<file path="src/rtl/sram_arb_pkg.sv">
// Shared types for the SRAM port arbiter: owner tags, the request bundle and read-latency limit.
// Used by sram_port_arbiter and sram_arb_rr; SRAM_ARB_PERF_EN only affects the top level.
package sram_arb_pkg;

   localparam int MAX_READ_LAT   = 4;
   localparam int DEF_DATA_WIDTH = 32;
   localparam int DEF_ADDR_WIDTH = 12;
   localparam int DEF_NUM_WMASKS = DEF_DATA_WIDTH / 8;

   typedef enum logic {
      OWN_A = 1'b0,
      OWN_B = 1'b1
   } owner_t;

   // Request bundle at the default bus widths.
   typedef struct packed {
      logic                      we;
      logic [DEF_NUM_WMASKS-1:0] wmask;
      logic [DEF_ADDR_WIDTH-1:0] addr;
      logic [DEF_DATA_WIDTH-1:0] wdata;
   } req_t;

endpackage

</file>
<file path="src/rtl/sram_arb_rr.sv">
// Two-way round-robin grant with a registered priority pointer.
// Pointer flips only on contested cycles; a lone requester never moves it.
module sram_arb_rr
   import sram_arb_pkg::*;
(
   input  logic clk,
   input  logic rst,
   input  logic a_valid,
   input  logic b_valid,
   output logic grant_a,
   output logic grant_b
);

   owner_t ptr;

   always_comb begin
      grant_a = a_valid && (!b_valid || ptr == OWN_A);
      grant_b = b_valid && (!a_valid || ptr == OWN_B);
   end

   always_ff @(posedge clk or posedge rst) begin
      if (rst) begin
         ptr <= OWN_A;
      end else if (a_valid && b_valid) begin
         ptr <= (ptr == OWN_A) ? OWN_B : OWN_A;
      end
   end

endmodule

</file>
<file path="src/rtl/sram_port_arbiter.sv">
// Shares SRAM port 0 between requesters A and B: registered strobes, owner-tagged read return.
// Define SRAM_ARB_PERF_EN to add saturating grant/conflict counters.
module sram_port_arbiter
   import sram_arb_pkg::*;
#(
   parameter int DATA_WIDTH = 32,
   parameter int ADDR_WIDTH = 12,
   parameter int NUM_WMASKS = 4,
   parameter int READ_LAT   = 1
) (
   input  logic                  clk,
   input  logic                  rst,
   input  logic                  a_valid,
   output logic                  a_ready,
   input  logic                  a_we,
   input  logic [NUM_WMASKS-1:0] a_wmask,
   input  logic [ADDR_WIDTH-1:0] a_addr,
   input  logic [DATA_WIDTH-1:0] a_wdata,
   output logic                  a_rvalid,
   output logic [DATA_WIDTH-1:0] a_rdata,
   input  logic                  b_valid,
   output logic                  b_ready,
   input  logic                  b_we,
   input  logic [NUM_WMASKS-1:0] b_wmask,
   input  logic [ADDR_WIDTH-1:0] b_addr,
   input  logic [DATA_WIDTH-1:0] b_wdata,
   output logic                  b_rvalid,
   output logic [DATA_WIDTH-1:0] b_rdata,
   output logic                  sram_csb,
   output logic                  sram_web,
   output logic [NUM_WMASKS-1:0] sram_wmask,
   output logic [ADDR_WIDTH-1:0] sram_addr,
   output logic [DATA_WIDTH-1:0] sram_din,
   input  logic [DATA_WIDTH-1:0] sram_dout
`ifdef SRAM_ARB_PERF_EN
   ,
   output logic [31:0]           a_grant_cnt,
   output logic [31:0]           b_grant_cnt,
   output logic [31:0]           conflict_cnt
`endif
);

   if (READ_LAT < 1 || READ_LAT > MAX_READ_LAT) begin : g_bad_lat
      $error("sram_port_arbiter: READ_LAT out of range");
   end

   logic grant_a, grant_b;
   logic acc_a, acc_b;

   sram_arb_rr u_rr (
      .clk     (clk),
      .rst     (rst),
      .a_valid (a_valid),
      .b_valid (b_valid),
      .grant_a (grant_a),
      .grant_b (grant_b)
   );

   assign a_ready = grant_a;
   assign b_ready = grant_b;
   assign acc_a   = a_valid && grant_a;
   assign acc_b   = b_valid && grant_b;

   logic                  win_we;
   logic [NUM_WMASKS-1:0] win_wmask;
   logic [ADDR_WIDTH-1:0] win_addr;
   logic [DATA_WIDTH-1:0] win_wdata;
   owner_t                win_own;

   always_comb begin
      win_own   = acc_b ? OWN_B : OWN_A;
      win_we    = acc_b ? b_we    : a_we;
      win_wmask = acc_b ? b_wmask : a_wmask;
      win_addr  = acc_b ? b_addr  : a_addr;
      win_wdata = acc_b ? b_wdata : a_wdata;
   end

   // The issue tag travels alongside the strobes, so the tag pipeline starts at the SRAM sampling edge.
   logic   issue_vld;
   owner_t issue_own;

   always_ff @(posedge clk or posedge rst) begin
      if (rst) begin
         sram_csb   <= 1'b1;
         sram_web   <= 1'b1;
         sram_wmask <= '0;
         sram_addr  <= '0;
         sram_din   <= '0;
         issue_vld  <= 1'b0;
         issue_own  <= OWN_A;
      end else if (acc_a || acc_b) begin
         sram_csb   <= 1'b0;
         sram_web   <= ~win_we;
         sram_wmask <= win_wmask;
         sram_addr  <= win_addr;
         sram_din   <= win_wdata;
         issue_vld  <= ~win_we;
         issue_own  <= win_own;
      end else begin
         sram_csb   <= 1'b1;
         sram_web   <= 1'b1;
         issue_vld  <= 1'b0;
      end
   end

   logic [READ_LAT-1:0] tag_vld;
   owner_t              tag_own [READ_LAT];

   always_ff @(posedge clk or posedge rst) begin
      if (rst) begin
         tag_vld <= '0;
         for (int i = 0; i < READ_LAT; i++) tag_own[i] <= OWN_A;
      end else begin
         tag_vld[0] <= issue_vld;
         tag_own[0] <= issue_own;
         for (int i = 1; i < READ_LAT; i++) begin
            tag_vld[i] <= tag_vld[i-1];
            tag_own[i] <= tag_own[i-1];
         end
      end
   end

   logic ret_a, ret_b;
   assign ret_a = tag_vld[READ_LAT-1] && (tag_own[READ_LAT-1] == OWN_A);
   assign ret_b = tag_vld[READ_LAT-1] && (tag_own[READ_LAT-1] == OWN_B);

   always_ff @(posedge clk or posedge rst) begin
      if (rst) begin
         a_rvalid <= 1'b0;
         b_rvalid <= 1'b0;
         a_rdata  <= '0;
         b_rdata  <= '0;
      end else begin
         a_rvalid <= ret_a;
         b_rvalid <= ret_b;
         if (ret_a) a_rdata <= sram_dout;
         if (ret_b) b_rdata <= sram_dout;
      end
   end

`ifdef SRAM_ARB_PERF_EN
   always_ff @(posedge clk or posedge rst) begin
      if (rst) begin
         a_grant_cnt  <= '0;
         b_grant_cnt  <= '0;
         conflict_cnt <= '0;
      end else begin
         if (acc_a && a_grant_cnt != '1) a_grant_cnt <= a_grant_cnt + 32'd1;
         if (acc_b && b_grant_cnt != '1) b_grant_cnt <= b_grant_cnt + 32'd1;
         if (a_valid && b_valid && conflict_cnt != '1) conflict_cnt <= conflict_cnt + 32'd1;
      end
   end
`endif

endmodule

</file>
<file path="config.mk">
export PLATFORM = sky130hd
export DESIGN_NAME = sram_port_arbiter
export DESIGN_NICKNAME = d
export VERILOG_FILES = /design/src/rtl/sram_arb_pkg.sv /design/src/rtl/sram_arb_rr.sv /design/src/rtl/sram_port_arbiter.sv
export SDC_FILE = /design/constraint.sdc
export NUM_CORES = 1
export LEC_CHECK = 0
export ABC_CLOCK_PERIOD_IN_PS = 5600
export CAP_MARGIN = 10
export CORE_UTILIZATION = 41
export DETAILED_ROUTE_END_ITERATION = 16
export PLACE_DENSITY = 0.9
export SLEW_MARGIN = 10
export SYNTH_ARGS = -nofsm -noshare
export SYNTH_HDL_FRONTEND = slang
export SYNTH_SLANG_ARGS = --single-unit
export TNS_END_PERCENT = 30
</file>
<file path="constraint.sdc">
create_clock -name clk -period 5.6 [get_ports clk]
set_clock_uncertainty 0.2 [all_clocks]
set_input_delay 1.12 -clock clk [delete_from_list [all_inputs] [get_ports clk]]
set_output_delay 1.12 -clock clk [all_outputs]
set_load 0.03 [all_outputs]
</file>
[After elaboration in Yosys (flattened, before gate mapping)]
Index checks and enable logic that the tools add are counted.
W data, S select, Z words.
Storage, ports and cells
  register bits: 121
  input bits: 134
  output and inout port bits: 118
Operators by class
  mux-type cells: 9
  bitwise operators: 3
  reduce and logical (&&, ||, !) cells: 12
Operators by type and width (number)
  $mux W32: 1
  $mux W12: 1
  $logic_and A1 B1 Y1: 7
  $mux W1: 6
  $mux W4: 1
  $logic_or A1 B1 Y1: 3
  $not A1 Y1: 3
  $logic_not A1 Y1: 2

[Logic depth before layout (Yosys ltp)]
  depth after elaboration: 7
  mapped depth: 6

[By module]
From an unflattened synthesis, not the netlist that was laid out.
Unflattened totals
  cell total of the unflattened synthesis: 451
  area total of the unflattened synthesis: 5675.4 um^2
By module, submodules not included
  sram_port_arbiter: times used 1, cells each 444, area an instance 5615.4 um^2, sequential area each 3005.4 um^2
  sram_arb_rr: times used 1, cells each 7, area an instance 60.1 um^2, sequential area each 25.0 um^2

[Worst setup path after synthesis]
No wires, ideal clock.
  path type: input port to output port
  from: in a_valid
  to: out a_ready
  data arrival time: 1.781 ns
  data required time: 4.280 ns
  path slack: 2.499 ns
  cell stages on the path: 4
  cells stage by stage: buf_6 > a21bo_4 > buf_6 > inv_1
Between the ends
  longest elaborated chain between the ends: 1
Ends and longest elaborated chain
  start: declaration: line sram_port_arbiter.sv:13  | input logic a_valid,
  $logic_and A1 B1 Y1: line sram_arb_rr.sv:17  | grant_a = a_valid && (!b_valid || ptr == OWN_A);
  end: declaration: line sram_port_arbiter.sv:14  | output logic a_ready,
Every way passes these cells.

[Worst setup path after layout]
Same ends and word-level chain as after synthesis.

==> flow_summary.yaml <==
outcome:
  status: "completed"
critical_path:
  cpPeakStageDelay_ns: 0.67
  critPathMaxFanout: 8
  cp-end-kind: "output pin"
  r2r_slack_ns: 3.68
  r2r_cells: 2
  cp_common_cell: "clkdlybuf4s50_1"
  critical_path_required_ns: 4.28
  timing.critical_path.buf_inv: 3
  critical_path.cell_chain: "clkdlybuf4s50_1, a21bo_4, inv_1, clkdlybuf4s50_1"
  path_depth: 4
  slowest_stage: "clkdlybuf4s50_1"
  start_kind: "primary input"
  critPathTopFamily: "buffers and inverters"
  crit_type: "primary input to output pin"
  cp.arrival_ns: 2.77
cells_and_area:
  n_antenna_cell: 0
  fin_area_um2: 8290
  num-nets-final: 759
  final_cells: 804
  fin_util_pct: 68.1
  area_growth_pct: 60.6
  drive_above_1_share_pct: 28.3
die:
  die_w_um: 114
  dieArea_um2: 13000
  row_count: 40
  io_pins: 252
  core_area_um2: 12200
  die_y_um: 114
  start_util_pct: 42.4
synthesis:
  synth_ff_type: "dfrtp_1"
  ys_warn_count: 0
  syn_area_per_cell_um2: 13.9
  synth_edf_count: 0
  seq_area_frac_synth_pct: 58.7
  yosys.area.top_type: "dfrtp_1"
  synth-seq-cells: 121
  synth_area_leaders: "dfrtp_1 58%, mux2_2 15%, o22ai_2 9.7%"
  netlist_area_um2: 5160
  syn_nets: 506
  synth_top_area_share_pct: 57.7
  synthCells: 372
  asyncSetResetFlopFracSynth_pct: 100
  synth.most_common_cell: "dfrtp_1"
  yosys-top-cells-count: "119 x dfrtp_1, 67 x mux2_2, 53 x inv_1, 40 x o22ai_2, 31 x a21oi_2"
  netlist-cell-type-count: 20
timing:
  slew_viol_final: 0
  tns_ns: 0
  tightest_slew_ns: 0.958
  max_slew_margin_pct: 36.0
  finalHoldViolCount: 0
  clock.fmax_ghz: 0.244
  rsz0062_at_grt: "false"
  fin_crit_ns: 4.09
  setup_viol: 0
  timing.final.crit_share_pct: 73.1
detailed_routing:
  post_drt_wl_per_cell_um: 17.0
  ant_nets: 0
  drt_first_pass_iters: 4
  wl_mm: 13.6
  drt_iter0_markers: 128
  post-route-drc-count: 0
  vias: 3875
  viasPerCell: 4.82
clocking:
  cts_resized: 0
  post_cts_buffers: 0
  clockBufferDepth: 2
  cts_tree: "yes"
  hold_buffers: 0
  numClockSinks: 121
  clkSlewWorstSetupHoldPaths_ns: 0.05
  clk_latency_ns: 0.39
  cts_max_level: 4
  cts-root-buf: "clkbuf_16"
  cts_buffers: 17
pwr:
  share_comb_of_total_power_pct: 44.5
  p_sw_share_pct: 36.8
  power.switching_mw: 1.56
  power_density_nw_per_um2: 513
  cellLeakagePower_nw: 3.48
  ir_drop_v: 0.000185
  pwr-share-seq_pct: 32.3
  p_int_mw: 2.68
  power_frac_clock_pct: 23.2
global_route:
  antenna_found_initial: 0
  overflow: 0
  grt_max_degree: 50
  grt_pass1_wl_mm: 21.5
  grt_pass1_vias: 4414
  grt_usage_pct: 21.6
place:
  place_inst: 774
  placed_area_um2: 7750
  gp_congestion: 0.729
  numPortBuffers: 251
  dp_hpwl_mm: 10.0
job:
  cap_violations: 0
min_path:
  min_path_type: "flop to flop"
  hold_depth: 0
through the flow:
stage	power (mW)	setup slack, ns	hold slack, ns
after CTS	4.29	1.50	0.158
final	4.25	1.51	0.161
after floorplan	2.44	1.07	0.131
after global routing	4.44	1.45	0.159
after global placement	3.23	1.54	0.136
after detailed placement	3.29	1.51	0.140
registers in the layout (all words and copies together), names as in the netlist:
register and count:
sram_csb 1, sram_addr 12, u_rr.ptr 1, issue_vld 1, b_rvalid 1, tag_vld 1
a_rvalid 1, sram_web 1, tag_own 1, b_rdata 32, sram_din 32, issue_own 1
sram_wmask 4, a_rdata 32
worst register-to-register path: stages, from the launching register on:
cell and delay, ns:
dfrtp_1 0.40, nor2b_4 0.76, mux2_2 0.44
final cells by class:
cell class / count / area [µm²]
Fill cell: 883 / 3880
Sequential cell: 121 / 3030
Timing Repair Buffer: 257 / 2560
Multi-Input combinational cell: 174 / 1750
Clock buffer: 21 / 460
Tap cell: 168 / 210
Inverter: 54 / 205
Clock inverter: 9 / 76.3
metal layers:
metal	wire length, µm	track usage (%)	up-vias
li1	-	-	1789
met1	5100	22.6	1896
met2	7290	40.2	172
met3	997	7.46	18
met4	238	7.27	0
met5	0	0	-
logic make-up after synthesis:
family	share of synthesized area [%]
AO/OA/AOI/OAI	18.3
flip-flops	58.7
multiplexers	14.6
AND/OR/NAND/NOR	0.631
buffers and inverters	7.57
XOR/XNOR	0.170
power groups by stage:
stage,Combinational [mW],Clock (mW),Sequential (mW)
after floorplan,0.467,0,1.98
after global placement,1.87,0,1.36
after CTS,1.91,1.01,1.38
final,1.89,0.985,1.37
after detailed placement,1.90,0,1.39
after global routing,1.97,1.05,1.41
cell usage in the layout (no fill, tap or decap), types with 3 or more instances in the layout:
master             n
a21oi_1           17
a21oi_2           31
buf_4              6
clkbuf_16         17
clkdlybuf4s50_1  251
clkinv_2           6
dfrtp_1          119
inv_1             52
mux2_2            67
nand2_1            3
o22ai_1            9
o22ai_2           40
final timing paths:
kind                       startpoint       endpoint
max                           a_valid        a_ready
min                         issue_vld        tag_vld
max reg2reg                   tag_own     a_rdata[4]
min reg2reg                 issue_vld        tag_vld
max in group asynchronous         rst       sram_csb
min in group asynchronous         rst  sram_addr[11]
Power figures use the tool's default switching activity.
